`src/rtl/rx_pkg.sv`:
```
// Shared types and default constants for the receive frame controller.
// Defaults assume a 50 MHz board clock and a 40 kHz sample rate.
package rx_pkg;

  localparam int RX_CLK_DIV   = 1250;
  localparam int RX_FRAME_LEN = 80;
  localparam int RX_SYNC_LEN  = 8;
  localparam logic [7:0] RX_SYNC_WORD = 8'hD5;

  typedef enum logic [1:0] {
    IDLE,
    HUNT,
    CAPTURE
  } rx_state_e;

endpackage

```
`src/rtl/rx_tick_gen.sv`:
```
// Enable-gated divider producing the one-cycle sample strobe.
// The counter is held at zero while disabled, so the first strobe lands CLK_DIV cycles after enable.
module rx_tick_gen
  import rx_pkg::*;
#(
  parameter int CLK_DIV = RX_CLK_DIV
) (
  input  logic clk_i,
  input  logic rst_i,
  input  logic en_i,
  output logic tick_o
);

  localparam int CW = (CLK_DIV > 1) ? $clog2(CLK_DIV) : 1;
  localparam logic [CW-1:0] LAST = CW'(CLK_DIV - 1);

  logic [CW-1:0] cnt_q, cnt_d;

  always_comb begin
    cnt_d = cnt_q;
    if (!en_i) begin
      cnt_d = '0;
    end else if (cnt_q == LAST) begin
      cnt_d = '0;
    end else begin
      cnt_d = cnt_q + 1'b1;
    end
  end

  always_ff @(posedge clk_i or posedge rst_i) begin
    if (rst_i) begin
      cnt_q <= '0;
    end else begin
      cnt_q <= cnt_d;
    end
  end

  assign tick_o = en_i && (cnt_q == LAST);

endmodule

```
`src/rtl/rx_frame_controller.sv`:
```
// Receive sequencer: line synchroniser, sync-word hunt, frame capture
// and a one-deep valid/ready output register with overrun counting.
module rx_frame_controller
  import rx_pkg::*;
#(
  parameter int CLK_DIV   = RX_CLK_DIV,
  parameter int FRAME_LEN = RX_FRAME_LEN,
  parameter int SYNC_LEN  = RX_SYNC_LEN,
  parameter logic [SYNC_LEN-1:0] SYNC_WORD = SYNC_LEN'(RX_SYNC_WORD)
) (
  input  logic                 CLOCK_50,
  input  logic                 reset,
  input  logic                 enable,
  input  logic                 rx_in,
  input  logic                 frame_ready,
  output logic                 sample_tick,
  output logic [FRAME_LEN-1:0] frame_data,
  output logic                 frame_valid,
  output logic                 busy,
  output logic [7:0]           overrun_count
);

  localparam int BW = $clog2(FRAME_LEN);
  localparam logic [BW-1:0] LAST_BIT = BW'(FRAME_LEN - 1);

  rx_state_e state_q, state_d;

  logic                 rx_meta_q, rx_s_q;
  logic [SYNC_LEN-1:0]  sync_q, sync_d, sync_shift;
  logic [FRAME_LEN-1:0] fsr_q, fsr_d, fsr_shift;
  logic [BW-1:0]        bcnt_q, bcnt_d;
  logic [FRAME_LEN-1:0] data_q, data_d;
  logic                 valid_q, valid_d;
  logic [7:0]           ovr_q, ovr_d;
  logic                 sync_hit, last_bit, done, tick;

  rx_tick_gen #(
    .CLK_DIV(CLK_DIV)
  ) u_tick (
    .clk_i (CLOCK_50),
    .rst_i (reset),
    .en_i  (enable),
    .tick_o(tick)
  );

  assign sync_shift = {sync_q[SYNC_LEN-2:0], rx_s_q};
  assign fsr_shift  = {fsr_q[FRAME_LEN-2:0], rx_s_q};
  assign sync_hit   = (sync_shift == SYNC_WORD);
  assign last_bit   = (bcnt_q == LAST_BIT);
  assign done       = (state_q == CAPTURE) && tick && last_bit;

  always_ff @(posedge CLOCK_50 or posedge reset) begin
    if (reset) begin
      state_q <= IDLE;
    end else begin
      state_q <= state_d;
    end
  end

  always_comb begin
    state_d = state_q;
    unique case (state_q)
      IDLE: begin
        if (enable) state_d = HUNT;
      end
      HUNT: begin
        if (!enable) state_d = IDLE;
        else if (tick && sync_hit) state_d = CAPTURE;
      end
      CAPTURE: begin
        if (!enable) state_d = IDLE;
        else if (tick && last_bit) state_d = HUNT;
      end
      default: state_d = IDLE;
    endcase
  end

  always_comb begin
    busy = (state_q == CAPTURE);
  end

  always_comb begin
    sync_d = sync_q;
    fsr_d  = fsr_q;
    bcnt_d = bcnt_q;
    unique case (state_q)
      IDLE: begin
        sync_d = '0;
      end
      HUNT: begin
        if (tick) begin
          sync_d = sync_hit ? '0 : sync_shift;
          if (sync_hit) bcnt_d = '0;
        end
      end
      CAPTURE: begin
        if (tick) begin
          fsr_d  = fsr_shift;
          bcnt_d = last_bit ? '0 : bcnt_q + 1'b1;
        end
      end
      default: sync_d = '0;
    endcase
  end

  // A completion is accepted only if the register is empty or drains this cycle.
  always_comb begin
    data_d  = data_q;
    valid_d = valid_q;
    ovr_d   = ovr_q;
    unique case (1'b1)
      done && (!valid_q || frame_ready): begin
        data_d  = fsr_shift;
        valid_d = 1'b1;
      end
      done && valid_q && !frame_ready: begin
        if (ovr_q != 8'hFF) ovr_d = ovr_q + 8'd1;
      end
      !done && valid_q && frame_ready: begin
        valid_d = 1'b0;
      end
      default: begin
      end
    endcase
  end

  always_ff @(posedge CLOCK_50 or posedge reset) begin
    if (reset) begin
      rx_meta_q <= 1'b0;
      rx_s_q    <= 1'b0;
      sync_q    <= '0;
      fsr_q     <= '0;
      bcnt_q    <= '0;
      data_q    <= '0;
      valid_q   <= 1'b0;
      ovr_q     <= '0;
    end else begin
      rx_meta_q <= rx_in;
      rx_s_q    <= rx_meta_q;
      sync_q    <= sync_d;
      fsr_q     <= fsr_d;
      bcnt_q    <= bcnt_d;
      data_q    <= data_d;
      valid_q   <= valid_d;
      ovr_q     <= ovr_d;
    end
  end

  assign sample_tick   = tick;
  assign frame_data    = data_q;
  assign frame_valid   = valid_q;
  assign overrun_count = ovr_q;

endmodule

```
`config.mk`:
```
export PLATFORM = sky130hd
export DESIGN_NAME = rx_frame_controller
export DESIGN_NICKNAME = d
export VERILOG_FILES = /design/src/rtl/rx_pkg.sv /design/src/rtl/rx_tick_gen.sv /design/src/rtl/rx_frame_controller.sv
export SDC_FILE = /design/constraint.sdc
export NUM_CORES = 1
export LEC_CHECK = 0
export CORE_MARGIN = 2
export CORE_UTILIZATION = 50
export CTS_CLUSTER_DIAMETER = 150
export CTS_CLUSTER_SIZE = 8
export DETAILED_ROUTE_END_ITERATION = 10
export PLACE_DENSITY = 0.74
export RECOVER_POWER = 25
export SETUP_SLACK_MARGIN = 0.1
export SYNTH_ARGS = -nofsm -noshare
export SYNTH_HDL_FRONTEND = slang
export SYNTH_SLANG_ARGS = --single-unit
```
`constraint.sdc`:
```
create_clock -name CLOCK_50 -period 8.4 [get_ports CLOCK_50]
set_clock_uncertainty 0.15 [all_clocks]
set_input_delay 1.26 -clock CLOCK_50 [delete_from_list [all_inputs] [get_ports CLOCK_50]]
set_output_delay 1.26 -clock CLOCK_50 [all_outputs]
set_load 0.01 [all_outputs]
```
==> results of run 1 <==
-- metal layers --
layer,GRT usage,up-vias
met5,0,-
met4,0.0614,0
met3,0.0370,13
met2,0.286,111
met1,0.257,2450
li1,-,2446
-- cell type report --
type,count,share of cell area
Multi-Input combinational cell,459,0.286
Inverter,5,0.00212
Clock buffer,19,0.0469
Sequential cell,197,0.522
Clock inverter,13,0.0154
Timing Repair Buffer,97,0.102
Tap cell,188,0.0249
-- placed cells by master, fill, tap and decap left out, types with 4 or more instances in the layout --
cell               n
nand2_1          258
dfrtp_1          197
clkdlybuf4s50_1   94
mux2_2            81
nor2_1            17
clkbuf_16         17
o21ai_0           15
xnor2_1           11
and3_1             9
nand3_1            8
a21oi_1            7
xor2_1             6
nand4_1            5
inv_1              4
ha_1               4
-- critical path, delay by kind of cell --
family   cells  cell delay [ps]
buf+inv      3             4290
-- metrics by stage --
step | instance area [um2] | setup WS (ps) | power (uW)
after detailed placement | 8860 | 3830 | 997
final | 9440 | 3060 | 1780
after global routing | 9440 | 2050 | 1840
after floorplan | 7770 | 1620 | 988
after global placement | 8860 | 3930 | 995
after CTS | 9450 | 4160 | 1800
-- power by group --
group | internal (uW) | total (uW) | leakage (uW) | switching, uW
clock network | 451 | 805 | 0.000286 | 355
registers | 950 | 953 | 0.00274 | 2.11
logic | 3.65 | 24.0 | 0.00174 | 20.3
total | 1400 | 1780 | 0.00476 | 377
-- state kept, by name, summed over array words and instances, names as in the netlist --
signal,flops
frame_data,80
fsr_q,79
u_tick.cnt_q,11
overrun_count,8
bcnt_q,7
sync_q,7
state_q,2
frame_valid,1
rx_meta_q,1
rx_s_q,1
-- worst max-delay path by stage --
stage / startpoint / end / slack (ps) / cells past startpoint
floorplan: reset / bcnt_q[0]$_DFFE_PP0P_ / 1620 / 1
global placement: enable / frame_data[23]$_DFFE_PP0P_ / 3930 / 6
detailed placement: enable / frame_data[39]$_DFFE_PP0P_ / 3830 / 6
CTS: enable / sample_tick / 4160 / 4
global route: reset / bcnt_q[6]$_DFFE_PP0P_ / 2050 / 3
finish: reset / bcnt_q[6]$_DFFE_PP0P_ / 3060 / 3
-- cells by family after synthesis --
logic type	after synthesis	share of synthesized area
AOI/OAI and AO/OA	28	0.0201
xor gates and xnor gates	17	0.0192
adders and majority gates	4	0.00644
buffers and inverters	35	0.0192
DFF	197	0.634
muxes	84	0.121
and+or+nand+nor	326	0.179
==> impl_metrics.csv, run 1 <==
group,metric,value,unit
routing,route.met2.wl,6.83,mm
global_route,gr-total-overflow,0,
floorplan,core_area,15200,um2
setup_path,r2r_slack,4550,ps
routing,drc,0,
yosys,yosysMostFrequentCell,"nand2_1",
routing,vias,5020,
yosys,synthArstFlopShare,1.00,
clock_network,cts_buffer_depth,2,
cells_and_area,utilization,0.621,
power_and_ir_drop,p_per_area,189,nW/um2
status,violations,"capacitance limit, slew limit",
cells_and_area,fin_nets,786,
routing,first_pass_iters,4,
placed_design,port_buffers,95,
clock_network,post-cts-setup-buffer-count,0,
setup_path,path_class,"input pin to asynchronous set/reset pin",
clock_network,cts.repair.resized,0,
yosys,synth_area,7770,um2
timing,finalSetupTns,0,ps
global_route,grt_max_degree,118,
routing,routed-wl-met3,531,um
routing,drt_iter0_drc,415,
global_route,grt_usage,0.182,
cells_and_area,regArea,4930,um2
setup_path,r2r_start,"u_tick.cnt_q[1]$_DFF_PP0_",
setup_path,cp_slowest_cell,"clkinvlp_2",
power_and_ir_drop,ir_drop,0.129,mV
setup_path,worstPathArrival,5600,ps
routing,drt-met1-wl,6.77,mm
cells_and_area,stdcell_count,978,
yosys,yosys_warnings,0,
cells_and_area,multi_input_area,2700,um2
yosys,synth_ff_type,"dfrtp_1",
floorplan,fp.dieW,129,um
yosys,syn_nets,700,
status,status,"finished with violations",
routing,final_antenna_net_count,0,
timing,finalCritPeriodShare,0.636,
setup_path,rr_endpoint,"frame_data[31]$_DFFE_PP0P_",
global_route,grt_antenna_before_repair,0,
yosys,synth_top_area_frac,0.634,
timing,whs,200,ps
setup_path,endpoint_kind,"asynchronous set/reset pin",
setup_path,crit_chain,"clkdlybuf4s50_1 -> clkinvlp_2 -> buf_4",
cells_and_area,nFillCells,1205,
global_route,grt_pass1_wl,24.1,mm
floorplan,num_rows,45,
cells_and_area,n_antenna_cell,0,
floorplan,ios,96,
setup_path,worstSetupStartpointType,"input pin",
hold_path,hold-path-cell-count,0,
timing,rsz0062_at_grt,"false",
routing,wirelength,14.3,mm
yosys,seq_area_frac_synth,0.634,
cells_and_area,area_growth,21.5,%
routing,highest_layer,"met4",
flow_run,maxCapViolations,1,
placed_design,placedCellCount,946,
clock_network,htreeDepth,4,
yosys,ys_types,38,
clock_network,cts_hold_buf,0,
timing,setup_viol_count_final,0,
cells_and_area,layout-drive-gt1-share,0.153,
yosys,synthTopCellsByArea,"dfrtp_1 (63%), nand2_1 (12%), mux2_2 (12%)",
clock_network,clk_pin_slew_worst_paths,70,ps
timing,tightest_slew,4880,ps
floorplan,die_h,129,um
clock_network,cts-buffers-inserted,17,
yosys,synth_seq_cells,197,
timing,slew_violations,118,
yosys,syn_inst,691,
hold_path,min_from,"rx_meta_q$_DFF_PP0_",
setup_path,worstRegToRegCells,8,
timing,max_freq,187,MHz
yosys,postSynthAreaPerCell,11.2,um2
hold_path,min_to,"rx_s_q$_DFF_PP0_",
floorplan,die_area,16600,um2
placed_design,place_congestion,0.814,
setup_path,critPathMaxFanout,117,
power_and_ir_drop,p_leak,0.00476,uW
timing,maxSlewHeadroom,-2.27,
hold_path,worstHoldPathType,"register to register",
placed_design,dpl.hpwl,9.03,mm
yosys,yosysTopAreaCell,"dfrtp_1",
clock_network,clock-root-buffer,"clkbuf_16",
setup_path,worst_ep_required_time,8660,ps
clock_network,clk_latency,430,ps
setup_path,critPathMaxStageDelay,2750,ps
timing,fin_crit,5340,ps
routing,viasPerCell,5.13,
yosys,netlist_top_cells_count,"nand2_1 (258), dfrtp_1 (197), mux2_2 (81)",
global_route,grt_pass1_vias,4982,
yosys,synth_edf_count,0,
routing,routedWlPerCell,14.6,um
floorplan,initial_core_util,0.511,
timing,hold_viol_final,0,
clock_network,cts.sinks,197,
clock_network,tritoncts,"yes",
Power figures use the tool's default switching activity.
==> run 2: changes to the inputs <==
Clock period 8.4 ns to 5.3 ns, I/O delays scaled along.
==> run 2 against run 1 <==
  * The run still ends with capacitance limit, slew limit left
  * Core utilization rose by 0.099 points
  * Clock power grew 63%
  * Worst setup slack got worse by 1300 ps
  * Cell area up 0.16%
  * Sequential share of layout area decreased by 0.083 points
  * Global-route usage increased by 0.67 points
  * First-iteration DRC count rose by 4.1%
  * Critical path type unchanged
==> impl_metrics.csv, run 2 (same netlist as run 1, synthesis figures left out) <==
group,metric,value,unit
routing,routedWlPerCell,15.0,um
setup_path,critPathMaxStageDelay,1790,ps
setup_path,r2r_start,"u_tick.cnt_q[1]$_DFF_PP0_",
floorplan,core_area,15200,um2
cells_and_area,largest_reg_flops,80,
setup_path,cp_top_family,"buffers and inverters",
setup_path,worst_ep_required_time,5130,ps
cells_and_area,fin_nets,786,
setup_path,endpoint_kind,"asynchronous set/reset pin",
clock_network,cts-buffers-inserted,17,
timing,setup_viol_count_final,0,
timing,slew_violations,198,
cells_and_area,layout_commonest_cell,"nand2_1",
timing,rsz0062_at_grt,"false",
placed_design,port_buffers,95,
timing,fin_crit,3550,ps
cells_and_area,final_cell_mix,"nand2_1 (258), dfrtp_1 (197), clkdlybuf4s50_1 (93)",
global_route,gr-total-overflow,0,
setup_path,worstPathArrival,3380,ps
status,violations,"capacitance limit, slew limit",
hold_path,hold-path-cell-count,0,
power_and_ir_drop,p_per_area,302,nW/um2
power_and_ir_drop,p_leak,0.00476,uW
flow_run,maxCapViolations,1,
power_and_ir_drop,ir_drop,0.218,mV
cells_and_area,n_antenna_cell,0,
setup_path,worstSetupStartpoint,"reset",
clock_network,cts_hold_buf,0,
floorplan,fp.dieW,129,um
cells_and_area,multi_input_area,2700,um2
clock_network,post-cts-setup-buffer-count,0,
cells_and_area,nFillCells,1176,
timing,maxSlewHeadroom,-0.713,
setup_path,critPathMaxFanout,197,
placed_design,dpl.hpwl,8.99,mm
floorplan,ios,96,
floorplan,die_area,16600,um2
routing,drc,0,
setup_path,cp_slowest_cell,"clkbuf_4",
cells_and_area,regArea,4930,um2
floorplan,die_h,129,um
timing,hold_viol_final,0,
floorplan,num_rows,45,
setup_path,crit_chain,"dlygate4sd3_1 -> clkinvlp_4 -> clkbuf_4",
clock_network,cts.sinks,197,
setup_path,cp.depth,3,
global_route,grt_usage,0.189,
routing,wirelength,14.6,mm
setup_path,worstRegToRegCells,7,
timing,max_freq,282,MHz
clock_network,clk_latency,420,ps
global_route,grt_antenna_before_repair,0,
hold_path,min_from,"rx_meta_q$_DFF_PP0_",
clock_network,cts_buffer_depth,2,
routing,final_antenna_net_count,0,
placed_design,place_congestion,0.795,
clock_network,htreeDepth,4,
global_route,grt_pass1_wl,24.8,mm
cells_and_area,layout-drive-gt1-share,0.148,
cells_and_area,area_growth,21.7,%
setup_path,worstSetupStartpointType,"input pin",
routing,viasPerCell,5.37,
routing,first_pass_iters,4,
routing,vias,5244,
hold_path,worstHoldPathType,"register to register",
status,status,"finished with violations",
timing,whs,208,ps
clock_network,clock-root-buffer,"clkbuf_16",
clock_network,clk_pin_slew_worst_paths,60,ps
timing,finalCritPeriodShare,0.670,
clock_network,tritoncts,"yes",
timing,tightest_slew,2570,ps
setup_path,cp_num_buf_inv,3,
timing,finalSetupTns,0,ps
global_route,grt_max_degree,198,
routing,drt_iter0_drc,432,
global_route,grt_pass1_vias,5103,
floorplan,initial_core_util,0.511,
clock_network,cts.repair.resized,0,
setup_path,path_class,"input pin to asynchronous set/reset pin",
## run 2: changes by cell type in the layout (fill, tap and decap cells not counted), sizes merged
cell           previous run  this run
bufinv                    2         3
dlygate4sd3               1         2
buf                       2         1
clkdlybuf4s50            94        93
clkinv                    5         1
inv                       8         5
clkbuf                   19        25
## run 2: metal layers
layer	wire, um	up-vias	share of wire	global-route usage
met1	6850	2642	0.47	0.254
met2	7110	131	0.49	0.306
li1	-	2445	-	-
met3	455	26	0.031	0.0420
met4	223	0	0.015	0.0652
met5	0	-	0	0
## run 2: stage by stage
stage               area (um2)  total power [uW]  cells  setup slack (ps)  utilization
detailed placement        8870              1580    946              1780        0.583
global route              9460              2950    977              1150        0.622
floorplan                 7770              1570    691              1810            -
CTS                       9470              2880    977              1970        0.623
global placement          8870              1580    946              1830        0.583
finish                    9460              2850    977              1750        0.622
## run 2: worst paths after layout
| path | endpoint | slack, ps |
|---|---|---|
| min in group asynchronous | frame_data[47]$_DFFE_PP0P_ | 1670 |
| setup / recovery | sync_q[5]$_DFFE_PP0P_ | 1750 |
| setup reg to reg | frame_data[46]$_DFFE_PP0P_ | 2130 |
| hold / removal | rx_s_q$_DFF_PP0_ | 210 |
| hold reg to reg | rx_s_q$_DFF_PP0_ | 210 |
| max in group CLOCK_50 | sample_tick | 1990 |
## run 2: power breakdown
part / total (uW) / switching, uW / leakage [uW] / internal (uW)
logic: 38.1 / 32.5 / 0.00174 / 5.63
clock network: 1310 / 527 / 0.000287 / 779
registers: 1510 / 3.41 / 0.00274 / 1510
## run 2: area by class of cell
cell class / count / area share
Sequential cell: 197 / 0.521
Timing Repair Buffer: 97 / 0.102
Inverter: 5 / 0.00238
Tap cell: 188 / 0.0249
Clock inverter: 7 / 0.0126
Multi-Input combinational cell: 459 / 0.286
Clock buffer: 24 / 0.0509
